File: src/rtl/led_pkg.sv
// Shared FSM encoding and width helper for the LED breathing controller.
package led_pkg;

   typedef enum logic [2:0] {
      IDLE      = 3'd0,
      RAMP_UP   = 3'd1,
      HOLD_HI   = 3'd2,
      RAMP_DOWN = 3'd3,
      HOLD_LO   = 3'd4
   } state_t;

   function automatic int unsigned max_level(input int unsigned bits);
      return (32'd1 << bits) - 32'd1;
   endfunction

endpackage

File: src/rtl/led_breather_pwm_gen.sv
// Glitch-free PWM: duty is latched only at the period wrap, period is MAX clocks.
module pwm_gen
   import led_pkg::*;
#(
   parameter int unsigned PWM_BITS = 8
) (
   input  logic                clk_i,
   input  logic                rst_i,
   input  logic                clr_i,
   input  logic [PWM_BITS-1:0] duty_i,
   output logic                pwm_o
);

   localparam logic [PWM_BITS-1:0] LAST = PWM_BITS'(max_level(PWM_BITS) - 1);

   logic [PWM_BITS-1:0] pwm_cnt;
   logic [PWM_BITS-1:0] duty_q;

   // clr_i bypasses the boundary latch so a disable darkens the LED without waiting a period
   always_ff @(posedge clk_i or posedge rst_i) begin
      if (rst_i) begin
         pwm_cnt <= '0;
         duty_q  <= '0;
         pwm_o   <= 1'b0;
      end else begin
         pwm_cnt <= (pwm_cnt == LAST) ? '0 : pwm_cnt + 1'b1;
         if (clr_i)
            duty_q <= '0;
         else if (pwm_cnt == LAST)
            duty_q <= duty_i;
         pwm_o <= (pwm_cnt < duty_q);
      end
   end

endmodule

File: src/rtl/led_breather.sv
// Tick-driven LED breathing controller: ramp/hold FSM feeding a PWM generator.
// Define LED_BREATHER_GAMMA_EN for quadratic (perceptual) duty mapping; linear otherwise.
module led_breather
   import led_pkg::*;
#(
   parameter int unsigned PWM_BITS   = 8,
   parameter int unsigned HOLD_TICKS = 16
) (
   input  logic                clk_i,
   input  logic                rst_i,
   input  logic                en_i,
   input  logic                tick_i,
   output logic                led_o,
   output logic [PWM_BITS-1:0] level_o,
   output logic                peak_o
);

   localparam logic [PWM_BITS-1:0] MAX       = PWM_BITS'(max_level(PWM_BITS));
   localparam logic [7:0]          HOLD_LAST = 8'(HOLD_TICKS - 1);

   state_t              state;
   logic [7:0]          hold_cnt;
   logic [PWM_BITS-1:0] duty;

   always_ff @(posedge clk_i or posedge rst_i) begin
      if (rst_i) begin
         state    <= IDLE;
         level_o  <= '0;
         hold_cnt <= '0;
         peak_o   <= 1'b0;
      end else begin
         peak_o <= 1'b0;
         if (!en_i) begin
            state    <= IDLE;
            level_o  <= '0;
            hold_cnt <= '0;
         end else begin
            case (state)
               IDLE: begin
                  state    <= RAMP_UP;
                  level_o  <= '0;
                  hold_cnt <= '0;
               end
               RAMP_UP:
                  if (tick_i) begin
                     if (level_o >= MAX - 1'b1) begin
                        level_o  <= MAX;
                        state    <= HOLD_HI;
                        hold_cnt <= '0;
                        peak_o   <= (level_o != MAX);
                     end else begin
                        level_o <= level_o + 1'b1;
                     end
                  end
               HOLD_HI:
                  if (tick_i) begin
                     if (hold_cnt >= HOLD_LAST) begin
                        state    <= RAMP_DOWN;
                        hold_cnt <= '0;
                     end else begin
                        hold_cnt <= hold_cnt + 1'b1;
                     end
                  end
               RAMP_DOWN:
                  if (tick_i) begin
                     if (level_o <= PWM_BITS'(1)) begin
                        level_o  <= '0;
                        state    <= HOLD_LO;
                        hold_cnt <= '0;
                     end else begin
                        level_o <= level_o - 1'b1;
                     end
                  end
               HOLD_LO:
                  if (tick_i) begin
                     if (hold_cnt >= HOLD_LAST) begin
                        state    <= RAMP_UP;
                        hold_cnt <= '0;
                     end else begin
                        hold_cnt <= hold_cnt + 1'b1;
                     end
                  end
               default: begin
                  state    <= IDLE;
                  level_o  <= '0;
                  hold_cnt <= '0;
               end
            endcase
         end
      end
   end

`ifdef LED_BREATHER_GAMMA_EN
   // level*(level+1) >> PWM_BITS maps 0->0 and MAX->MAX exactly
   logic [2*PWM_BITS:0] prod;
   always_comb begin
      prod = (2*PWM_BITS+1)'(level_o) * ((2*PWM_BITS+1)'(level_o) + 1'b1);
      duty = PWM_BITS'(prod >> PWM_BITS);
   end
`else
   always_comb begin
      duty = level_o;
   end
`endif

   pwm_gen #(.PWM_BITS(PWM_BITS)) u_pwm (
      .clk_i  (clk_i),
      .rst_i  (rst_i),
      .clr_i  (~en_i),
      .duty_i (duty),
      .pwm_o  (led_o)
   );

endmodule

File: config.mk
export PLATFORM = sky130hd
export DESIGN_NAME = led_breather
export DESIGN_NICKNAME = d
export VERILOG_FILES = /design/src/rtl/led_pkg.sv /design/src/rtl/led_breather_pwm_gen.sv /design/src/rtl/led_breather.sv
export SDC_FILE = /design/constraint.sdc
export NUM_CORES = 1
export LEC_CHECK = 0
export CAP_MARGIN = 20
export CORE_MARGIN = 4
export CORE_UTILIZATION = 35
export DETAILED_ROUTE_END_ITERATION = 6
export GPL_ROUTABILITY_DRIVEN = 0
export PLACE_DENSITY = 0.55
export SLEW_MARGIN = 40
export SYNTH_ARGS = -nofsm -noshare
export SYNTH_HDL_FRONTEND = slang
export SYNTH_SLANG_ARGS = --single-unit
File: constraint.sdc
create_clock -name clk_i -period 2.5 [get_ports clk_i]
set_clock_uncertainty 0.1 [all_clocks]
set_input_delay 0.375 -clock clk_i [delete_from_list [all_inputs] [get_ports clk_i]]
set_output_delay 0.375 -clock clk_i [all_outputs]
set_load 0.1 [all_outputs]
== Word-level counts from Yosys, hierarchy flattened ==
Cells that the tools add are included.

* Input bits: 4
* Output and inout port bits: 10
* Word-level logic and storage cells: 68
* Register bits: 37

* Add/subtract/negate cells: 4
* Reduce and logical (&&, ||, !) cells: 5
* $lt $le $gt $ge: 4
* Equal/unequal tests: 17
* Muxes and demuxes: 31

{| class="wikitable"
|+ Operators by type and width
! operator !! number
|-
| 8-bit two-way mux || 15
|-
| 8-bit case mux with 3 select lines || 2
|-
| 3-bit two-way mux || 9
|-
| 8-bit by 1-bit adder with 8-bit output (second input constant) || 3
|-
| 3-bit != test (second input constant) || 8
|-
| 3-bit case mux with 5 select lines || 1
|-
| 8-bit == test (second input constant) || 1
|-
| 8-bit by 4-bit greater-or-equal comparator with 1-bit output (second input constant) || 1
|-
| 8-bit greater-or-equal comparator (second input constant) || 1
|-
| 8-bit by 1-bit less-or-equal comparator with 1-bit output (second input constant) || 1
|-
| 8-bit < comparator || 1
|-
| 8-bit != test (second input constant) || 1
|-
| 8-bit AND reduction || 1
|-
| 8-bit by 1-bit subtractor with 8-bit output (second input constant) || 1
|-
| 3-bit by 2-bit == test with 1-bit output (second input constant) || 2
|-
| 5-bit AND reduction || 1
|-
| 1-bit two-way mux || 4
|-
| 3-bit by 1-bit == test with 1-bit output (second input constant) || 1
|-
| 3-bit == test (second input constant) || 1
|-
| 3-bit zero test || 1
|-
| 3-bit by 2-bit != test with 1-bit output (second input constant) || 1
|-
| 3-bit AND reduction || 1
|-
| 2-bit by 1-bit != test with 1-bit output (second input constant) || 1
|-
| 2-bit != test (second input constant) || 1
|-
| 2-bit OR reduction || 1
|}

== Longest topological paths before layout ==
* Depth after elaboration: 5
* Gate-level depth with buffers: 8
* Depth with buffers taken out: 7

== Cells and area by module ==
From an unflattened synthesis, not the netlist that was laid out.

* Cells, all modules: 266
* Area total of the unflattened synthesis: 2466.1 µm²

{| class="wikitable"
|+ By module, submodules not included
! module !! cells an instance !! area an instance (µm²) !! sequential area each (µm²) !! times used
|-
| led_breather || 165 || 1450.1 || 500.5 || 1
|-
| pwm_gen || 101 || 1016.0 || 425.4 || 1
|}

== Worst setup path before layout ==
Ideal clock, no wire load.

* Path type: register -> register
* From: reg level_o[0]
* To: reg hold_cnt[3]
* Cell stages (with the launch flop): 9
* Clock period less this slack: 2.683 ns
* Path slack: -0.183 ns
* Data required time: 2.308 ns
* Buffers on the path: 1
* Library setup time: 0.092 ns
* Data arrival time: 2.491 ns
* Path through: dfrtp_1 inv_1 ha_1 or2_1 a31oi_1 buf_2 a221o_1 o21ai_1 o31ai_2

* Cells in the longest elaborated chain, start to end: 3
* Elaborated cells on any way between the ends: 5
* Classes of those cells: 2 x order compare; 2 x eq/ne; 1 x reduce/logical

{| class="wikitable"
|+ Ends and longest elaborated chain
! element !! line !! text
|-
| from (decl) || led_breather.sv:14 || <nowiki>output logic [PWM_BITS-1:0] level_o,</nowiki>
|-
| from (signal assigned) || led_breather.sv:52 || <nowiki>level_o <= level_o + 1'b1;</nowiki>
|-
| from (signal assigned) || led_breather.sv:71 || <nowiki>level_o <= level_o - 1'b1;</nowiki>
|-
| 8-bit by 1-bit less-or-equal comparator with 1-bit output / 8-bit greater-or-equal comparator (equally long branches) || led_breather.sv:66, led_breather.sv:46 ||
|-
| 3-bit != test (no line) || n/a ||
|-
| 5-bit AND reduction (no line) (*) || n/a ||
|-
| to (signal assigned) || led_breather.sv:61 || <nowiki>hold_cnt <= hold_cnt + 1'b1;</nowiki>
|-
| to (signal assigned) || led_breather.sv:80 || <nowiki>hold_cnt <= hold_cnt + 1'b1;</nowiki>
|-
| to (decl) || led_breather.sv:22 || <nowiki>logic [7:0] hold_cnt;</nowiki>
|}

Mark *: on every way between the ends. The rest lies on a longest branch, timed or not.
A chain may end at the register's enable or synchronous reset.

== Worst setup path in the final report ==
* From: reg level_o[0]
* To: reg state[0]

* Cells in the longest elaborated chain, start to end: 3
* Elaborated cells on any way between the ends: 5
* Classes of those cells: 2 x order compare; 2 x eq/ne; 1 x reduce/logical

{| class="wikitable"
|+ Ends and longest elaborated chain
! element !! line !! text
|-
| 8-bit by 1-bit less-or-equal comparator with 1-bit output / 8-bit greater-or-equal comparator (equally long branches) || led_breather.sv:66, led_breather.sv:46 ||
|-
| 3-bit != test (no line) || n/a ||
|-
| 8-bit AND reduction (no line) (*) || n/a ||
|-
| to (signal assigned) || led_breather.sv:68 || <nowiki>state <= HOLD_LO;</nowiki>
|-
| to (signal assigned) || led_breather.sv:77 || <nowiki>state <= RAMP_UP;</nowiki>
|-
| to (signal assigned) || led_breather.sv:84 || <nowiki>state <= IDLE;</nowiki>
|-
| to (decl) || led_breather.sv:21 || <nowiki>state_t state;</nowiki>
|}

Marked as above.

==> metrics <==
Switch Pwr 0.000375 W; fmax 444 MHz; WP buf/inv 2; Post-CTS Resized 0; Post-DP Area 2530 um^2; CP top delay family compound AO/OA/AOI/OAI gates; Longest Clk Path Bufs 2; worst-path maximum fanout 8; outcome finished, final reports clean; sw frac 0.295; Worst Tran Pin Value 0.587 ns; setup TNS 0 ns; Worst Hold Class in2async; Flop pwr share 0.489; crit path cell chain inv_1 > ha_1 > or2_1 > a31oi_1 > buf_4 > a211o_1 > a2111o_1 > a21oi_2; layout cells sized above 1 0.172; # placed instances roughly 350; insertion delay to the later sink of the worst-skew pair 0.29 ns; filler-free cell count of the finished design 356; Critical Path AT around 2.4 ns; Starting Density 0.361; initial antenna violation count 0; GR peak layer met2; synth-to-layout area growth 14.7%; # diodes 0; first-pass GRT wire length 9220 um; vias per cell 5.38; CP peak stage delay around 0.47 ns; Die X 89.0 um; VDD IR max 0.308 mV; final critical-path share of the clock period 0.900; Syn Inst Count ~260; die footprint 7910 um^2; CP Launch Type register; Overflow after GRT 0; dpl hpwl 3860 um; final hold viol count 0; Fillers 639; RSZ-0062 raised after global routing no; Final #Nets 296; Post-Syn Area 2290 um^2; clock network fraction of design power 0.357; Detailed Routing Iterations Pass 1 4; post-route ant nets 0; Buffers on Ports 13; H-tree levels 2; distinct cell type count after synthesis 56; # rows 29; clock-pin slew on the worst setup and hold paths 0.08 ns; Layout Utilization 0.414; Crit. End Element register; Worst EP required 2.62 ns; CP max stage cell dfrtp_2; final setup fails 0; power per cell area 484 nW/um^2; commonest register cell after synthesis dfrtp_1; max cap viols 0; drt first-iter violations ~150; vias in the first global route approximately 1800; number of buffers created by CTS 5; sequential area share after synthesis 0.404; internal power about 0.00090 W; Comb pwr share 0.154; hold_ws 0.391 ns; Slew Limit Fails 0; met2 usage 0.240; yosys warns 0; Num Clock Sinks 37; ys async rst share 1.00; Finished Cell Area ~2600 um^2; routed via count 1917; post-cts hold buffer count 0; Clock Tree Root clkbuf_8; Post-synth EDFFs 0; Synth Register Bits 37; TritonCTS clock tree yes; DRC violations left 0; Core Box Area 6350 um^2; leakage power 1.15 nW; GR Util All Layers 0.150; Period minus WS final 2.25 ns; Net Count, Synth 273; Post-CTS Setup Bufs 0; final wirelength 5290 um; DR WL/cell about 15 um; met3 Track Usage GR 0.0359; critical path type reg2reg; die height 89.0 um; GRT met1 Usage 0.209; syn_area_per_cell 8.99 um^2; Max transition margin 0.598; pin count of the biggest net entering global routing 38; I/O pin count 14
[worst paths after layout]
check                      depth (start not counted)         from          end  slack [ns]
max                                                8   level_o[0]     state[0]        0.25
min                                                3        rst_i       peak_o        0.39
max reg2reg                                        8   level_o[0]     state[0]        0.25
min reg2reg                                        2  hold_cnt[1]  hold_cnt[1]        0.41
max in group asynchronous                          3        rst_i   level_o[1]        1.54
min in group clk_i                                 2  hold_cnt[1]  hold_cnt[1]        0.41
[state kept, by name (all words and copies together), names as in the netlist]
name	cells
u_pwm.pwm_cnt	8
level_o	8
hold_cnt	8
u_pwm.pwm_o	1
state	3
peak_o	1
u_pwm.duty_q	8
[synthesized netlist by cell type (4+ instances only)]
library cell	count	area, um^2
dfrtp_1	37	926
nand2_1	35	131
a21oi_1	19	95.1
nor2_1	18	67.6
inv_1	17	63.8
ha_1	14	175
o21ai_0	9	45.0
o21ai_1	9	45.0
nand3_1	8	40.0
buf_2	6	30.0
nor2b_1	5	31.3
xor2_1	5	43.8
a31oi_1	4	25.0
nor3_1	4	20.0
o31ai_1	4	30.0
[kinds of logic after synthesis]
| family | synth area share |
|---|---|
| simple gates | 0.210 |
| compound gates | 0.214 |
| flops | 0.404 |
| buf+inv | 0.0655 |
| fa+ha+maj | 0.0764 |
| xor+xnor | 0.0306 |
[power by group through the flow]
stage          clock network [W]  logic, W  registers [W]
5_1_grt                 0.000497  0.000222       0.000624
3_5_place_dp                   0  0.000199       0.000633
3_3_place_gp                   0  0.000200       0.000633
4_1_cts                 0.000469  0.000199       0.000622
6_report                0.000454  0.000196       0.000622
2_1_floorplan                  0  0.000133       0.000647
[worst min-delay path: stages]
cell and delay (ns):
clkdlybuf4s50_1 0.39, inv_1 0.05, buf_4 0.41
[area by class of cell]
class,count,area [um^2],area share
multi-input cells,188,1220,0.463
flip-flops and latches,37,932,0.354
repair buffers,29,225,0.0856
well taps,77,96.3,0.0366
clock buffers,6,82.6,0.0314
inverters,17,63.8,0.0243
clock inverters,2,13.8,0.00523
[layout by cell type (no fill, tap or decap), drive strengths merged, types with 3 or more instances in the layout]
master and count:
xnor2 3, o21a 3, buf 26, clkdlybuf4s50 3, nand3 8, nand2 36
inv 17, nor3 5, and2 3, clkbuf 6, o31ai 5, o21ai 18
ha 14, nor2b 5, a21oi 20, a31oi 4, dfrtp 37, xor2 5
nor2 18, nand4 4, o22a 3
[metal layers]
layer / part of all wire / vias to the layer above
li1: - / 948
met1: 0.48 / 927
met2: 0.47 / 40
met3: 0.046 / 2
met4: 0.0043 / 0
met5: 0 / -
[through the flow]
step / total power (W) / worst slack (ns)
after floorplan: 0.000780 / 0.0285
after global placement: 0.000833 / 0.242
after detailed placement: 0.000832 / 0.215
after CTS: 0.00129 / 0.258
after global routing: 0.00134 / 0.122
final: 0.00127 / 0.250
Power figures use the tool's default switching activity.
